==> src/rtl/mux_gate_pipe.sv <==
// Selects one of NUM_IN words, gates it with gate_i, and presents the result
// behind a valid/ready output stage backed by a single skid register.
module mux_gate_pipe #(
    parameter int WIDTH  = 8,
    parameter int NUM_IN = 4,
    parameter int SEL_W  = $clog2(NUM_IN)
) (
    input  logic                    clk_i,
    input  logic                    rst_i,
    input  logic                    in_valid_i,
    output logic                    in_ready_o,
    input  logic [NUM_IN*WIDTH-1:0] data_i,
    input  logic [SEL_W-1:0]        sel_i,
    input  logic                    gate_i,
    output logic                    out_valid_o,
    input  logic                    out_ready_i,
    output logic [WIDTH-1:0]        out_data_o,
    output logic [SEL_W-1:0]        out_sel_o
);

    logic [WIDTH-1:0] res;
    logic             skid_valid;
    logic [WIDTH-1:0] skid_data;
    logic [SEL_W-1:0] skid_sel;
    logic             accept;
    logic             out_free;

    // Out-of-range selects match no word and therefore produce zero.
    always_comb begin
        res = '0;
        for (int k = 0; k < NUM_IN; k++) begin
            if (sel_i == SEL_W'(k)) begin
                res = data_i[k*WIDTH +: WIDTH];
            end
        end
        res = res & {WIDTH{gate_i}};
    end

    // Ready depends only on the skid register, so there is no
    // combinational path from out_ready_i back to the source.
    assign in_ready_o = ~skid_valid;
    assign accept     = in_valid_i & in_ready_o;
    assign out_free   = ~out_valid_o | out_ready_i;

    always_ff @(posedge clk_i) begin
        if (rst_i) begin
            out_valid_o <= 1'b0;
            out_data_o  <= '0;
            out_sel_o   <= '0;
            skid_valid  <= 1'b0;
            skid_data   <= '0;
            skid_sel    <= '0;
        end else if (out_free) begin
            if (skid_valid) begin
                out_valid_o <= 1'b1;
                out_data_o  <= skid_data;
                out_sel_o   <= skid_sel;
                skid_valid  <= 1'b0;
            end else if (accept) begin
                out_valid_o <= 1'b1;
                out_data_o  <= res;
                out_sel_o   <= sel_i;
            end else begin
                out_valid_o <= 1'b0;
            end
        end else if (accept) begin
            skid_valid <= 1'b1;
            skid_data  <= res;
            skid_sel   <= sel_i;
        end
    end

endmodule

==> config.mk <==
export PLATFORM = sky130hd
export DESIGN_NAME = mux_gate_pipe
export DESIGN_NICKNAME = d
export VERILOG_FILES = /design/src/rtl/mux_gate_pipe.sv
export SDC_FILE = /design/constraint.sdc
export NUM_CORES = 1
export LEC_CHECK = 0
export ABC_AREA = 1
export CAP_MARGIN = 20
export CORE_MARGIN = 10
export CORE_UTILIZATION = 43
export DETAILED_ROUTE_END_ITERATION = 10
export PLACE_DENSITY_LB_ADDON = 0.3
export SLEW_MARGIN = 30
export SYNTH_ARGS = -nofsm -noshare
export SYNTH_HDL_FRONTEND = slang
export SYNTH_SLANG_ARGS = --single-unit
==> constraint.sdc <==
create_clock -name clk_i -period 1.2 [get_ports clk_i]
set_input_delay 0.12 -clock clk_i [delete_from_list [all_inputs] [get_ports clk_i]]
set_output_delay 0.12 -clock clk_i [all_outputs]
set_load 0.02 [all_outputs]
==> results of run 1 <==
## power by group
group / switching (mW) / internal [mW] / leakage (nW)
clock: 0.238 / 0.118 / 0.0138
sequential: 0.0216 / 0.776 / 0.181
combinational: 0.264 / 0.258 / 0.635
## logic make-up after synthesis
family	Yosys count
buffers and inverters	21
DFF	22
AOI/OAI and AO/OA	56
and+or+nand+nor	81
## state kept, by name, summed over array words and instances, names as in the netlist
register / cells
skid_data: 8
out_sel_o: 2
out_valid_o: 1
skid_sel: 2
skid_valid: 1
out_data_o: 8
## metrics by stage
| step | util | std cells | hold WS, ps | instance area [um^2] | setup WS (ps) |
|---|---|---|---|---|---|
| after global placement | 0.6653 | 265 | 462.9 | 1851 | -229.9 |
| after floorplan | - | 180 | 189.1 | 1260 | 43.98 |
| after global routing | 0.6851 | 269 | 371.5 | 1906 | -35.26 |
| after CTS | 0.6689 | 268 | 456.8 | 1861 | 14.62 |
| final | 0.6851 | 269 | 352.3 | 1906 | 3.316 |
| after detailed placement | 0.6653 | 265 | 466.4 | 1851 | -292.9 |
## layout by cell type, fill, tap and decap left out
master | netlist | routed
nand3_2 | 6 | 6
nor2_1 | 12 | 12
or2_1 | 5 | 5
inv_1 | 7 | 5
nand4_1 | 1 | 1
inv_2 | 3 | 3
o21ai_0 | 11 | 11
nand2_1 | 29 | 29
dlymetal6s2s_1 | 0 | 1
nor2_2 | 7 | 5
nand3_1 | 12 | 12
buf_12 | 0 | 1
a31oi_1 | 2 | 2
a21oi_2 | 4 | 4
o21ai_1 | 16 | 16
a21oi_1 | 23 | 23
clkbuf_4 | 0 | 3
clkdlybuf4s50_1 | 0 | 37
dfxtp_2 | 0 | 1
or2_0 | 3 | 3
clkbuf_16 | 0 | 1
dfxtp_1 | 22 | 21
buf_4 | 4 | 14
dlygate4sd2_1 | 0 | 11
clkinvlp_4 | 0 | 1
clkdlybuf4s15_2 | 0 | 1
nand2_2 | 5 | 5
inv_4 | 0 | 1
nor3_1 | 1 | 1
nor2_4 | 0 | 2
## what timing repair did
action / CTS / global route
resized for setup: 14 / 7
cloned: 0 / 1
endpoints found under the setup margin: 12 / 16
## metal layers
layer | vias up | part of all wire
li1 | 721 | -
met5 | - | 0
met2 | 50 | 0.51
met4 | 0 | 0.0061
met3 | 5 | 0.076
met1 | 679 | 0.40
## path summary, 6_finish.rpt
kind | slack [ps] | endpoint | start | depth (start not counted)
worst min register to register | 510 | out_sel_o[1]$_SDFFE_PP0P_ | skid_sel[1]$_SDFFE_PP0P_ | 2
worst max register to register | 3 | skid_sel[0]$_SDFFE_PP0P_ | out_valid_o$_SDFFE_PP0N_ | 7
worst min-delay path | 350 | skid_sel[1]$_SDFFE_PP0P_ | sel_i[1] | 4
worst max-delay path | 3 | skid_sel[0]$_SDFFE_PP0P_ | out_valid_o$_SDFFE_PP0N_ | 7
## cell type report
| type | instances | share of cell area |
|---|---|---|
| timing repair buffer | 66 | 0.3362 |
| multi-input combinational | 137 | 0.3769 |
| clock buffer | 3 | 0.01182 |
| sequential | 22 | 0.2318 |
| inverter | 10 | 0.02298 |
| tap | 31 | 0.02035 |
## worst reg2reg max path: cells and delay by family (launching register included)
family	cells	cell delay (ps)
flip-flops	1	350
buffers and inverters	3	270
AO/OA/AOI/OAI	2	260
AND/OR/NAND/NOR	2	250
==> impl_metrics.py, run 1 <==
metrics = {
    "setup_path": {
        "worst-path-buf-inv": 3,
        "cp-start-kind": "register",
        "cp_common_cell": "nor2_4",
        "cpPeakStageDelay_ps": 350,
        "cp-end-kind": "register",
        "arrival_ps": 1440,
        "crit_family": "flip-flops",
        "crit_path_max_fanout": 10,
        "crit_type": "reg2reg",
        "crit_chain": "inv_1 -> nor2_4 -> inv_2 -> nor2_4 -> buf_12 -> o21ai_1 -> a21oi_1",
        "critPathRequiredTime_ps": 1450,
        "crit_slowest_cell": "dfxtp_1",
    },
    "place": {
        "io_buffers": 50,
        "dp_hpwl_mm": 3.181,
        "routabilityCongestion": 0.7867,
    },
    "pwr": {
        "ir_worst_vdd_uv": 851.5,
        "power_density_nw_per_um2": 878.6,
        "p_leak_nw": 0.8298,
        "design_power_total_mw": 1.674,
    },
    "global_route": {
        "use_met2": 0.2595,
        "grt_usage": 0.1484,
        "grt_pass1_wl_mm": 6.575,
        "antenna_found_initial": 0,
        "grt_util_met1": 0.1723,
        "use_met3": 0.05053,
        "grt-ovfl-total": 0,
        "grt_max_degree": 21,
        "busiest_layer": "met2",
        "grt_pass1_vias": 1409,
    },
    "synth": {
        "synthCells": 180,
        "yosysSeqAreaShare": 0.3496,
        "synth_top_family_by_area": "simple AND/OR/NAND/NOR gates",
        "yosysUniqueCellTypes": 22,
        "synth_xor_area_frac": 0,
        "synth_top_cell_area_share": 0.3496,
        "synthMuxAreaShare": 0,
        "synth-edff-count": 0,
        "synthTopCellsByArea": "dfxtp_1 35%, a21oi_1 9.1%, nand2_1 8.6%, o21ai_1 6.4%, nand3_1 4.8%",
        "syn_area_um2": 1260,
        "synthSimpleGateAreaFrac": 0.3257,
        "yosysMostFrequentCell": "nand2_1",
        "ys_ff_latch": 22,
        "ys.warnings.count": 0,
        "synth_ff_type": "dfxtp_1",
        "post-synth-top-area-cell": "dfxtp_1",
        "synthAdderAreaFrac": 0,
        "synth_compound_area_frac": 0.2363,
        "synthTopCellsByCount": "29 x nand2_1, 23 x a21oi_1, 22 x dfxtp_1",
        "synth_nets": 219,
        "syn_area_per_cell_um2": 7.000,
        "async_reset_ff_frac": 0,
    },
    "routing": {
        "routed_wl_mm": 4.253,
        "initialDrtViolationCount": 116,
        "vias_per_cell": 5.409,
        "first_pass_iters": 4,
        "via_count": 1455,
        "drc_errors": 0,
        "drt-wirelength-per-cell_um": 15.81,
        "ant_nets": 0,
    },
    "final_layout": {
        "area.sequential_um2": 441.7,
        "layout-drive-gt1-share": 0.2017,
        "syn2layout_area_growth_pct": 51.24,
        "multi_input_area_um2": 718.2,
        "nets": 279,
        "diodes": 0,
        "nFillCells": 240,
    },
    "cts": {
        "postCtsSetupRepairBufs": 0,
        "cts_root_buf": "clkbuf_4",
        "cts_buffers": 3,
        "cts_htree_levels": 1,
        "cts_tree": "done",
        "cts_hold_buf": 0,
        "clock-sinks": 22,
        "clk_path_buf_depth": 2,
        "clkLatencyLatePin_ps": 320,
        "clkTransAtPathRegs_ps": 130,
    },
    "sta": {
        "relSlewSlack": 0.7997,
        "fin_crit_sh": 0.9972,
        "hold_viol": 0,
        "worst_pin_slew_ps": 299.8,
        "fmax_mhz": 835.6,
        "finalSetupViolCount": 0,
        "setup_tns_ps": 0,
        "fin_worst_skew_ps": 7.962,
        "finalMaxSlewViolations": 0,
        "min_period_ps": 1197,
    },
    "die": {
        "floorplan.initialDensity": 0.4530,
        "fp.dieW_um": 74.13,
        "die_h_um": 74.13,
        "num_rows": 19,
        "fp.dieArea_um2": 5495,
        "core_area_um2": 2781,
        "ioPinCount": 51,
    },
    "outcome": {
        "status": "finished, final reports clean",
    },
    "flow_run": {
        "maxCapViolCount": 0,
    },
    "min_path": {
        "hp-class": "in2reg",
    },
}
Power figures use the tool's default switching activity.
==> inputs of run 2 (changes only) <==
Settings changed: SLEW_MARGIN 30 to not set.
==> results of run 2 <==
Final layout, timing and power as in run 1 (identical DEF).
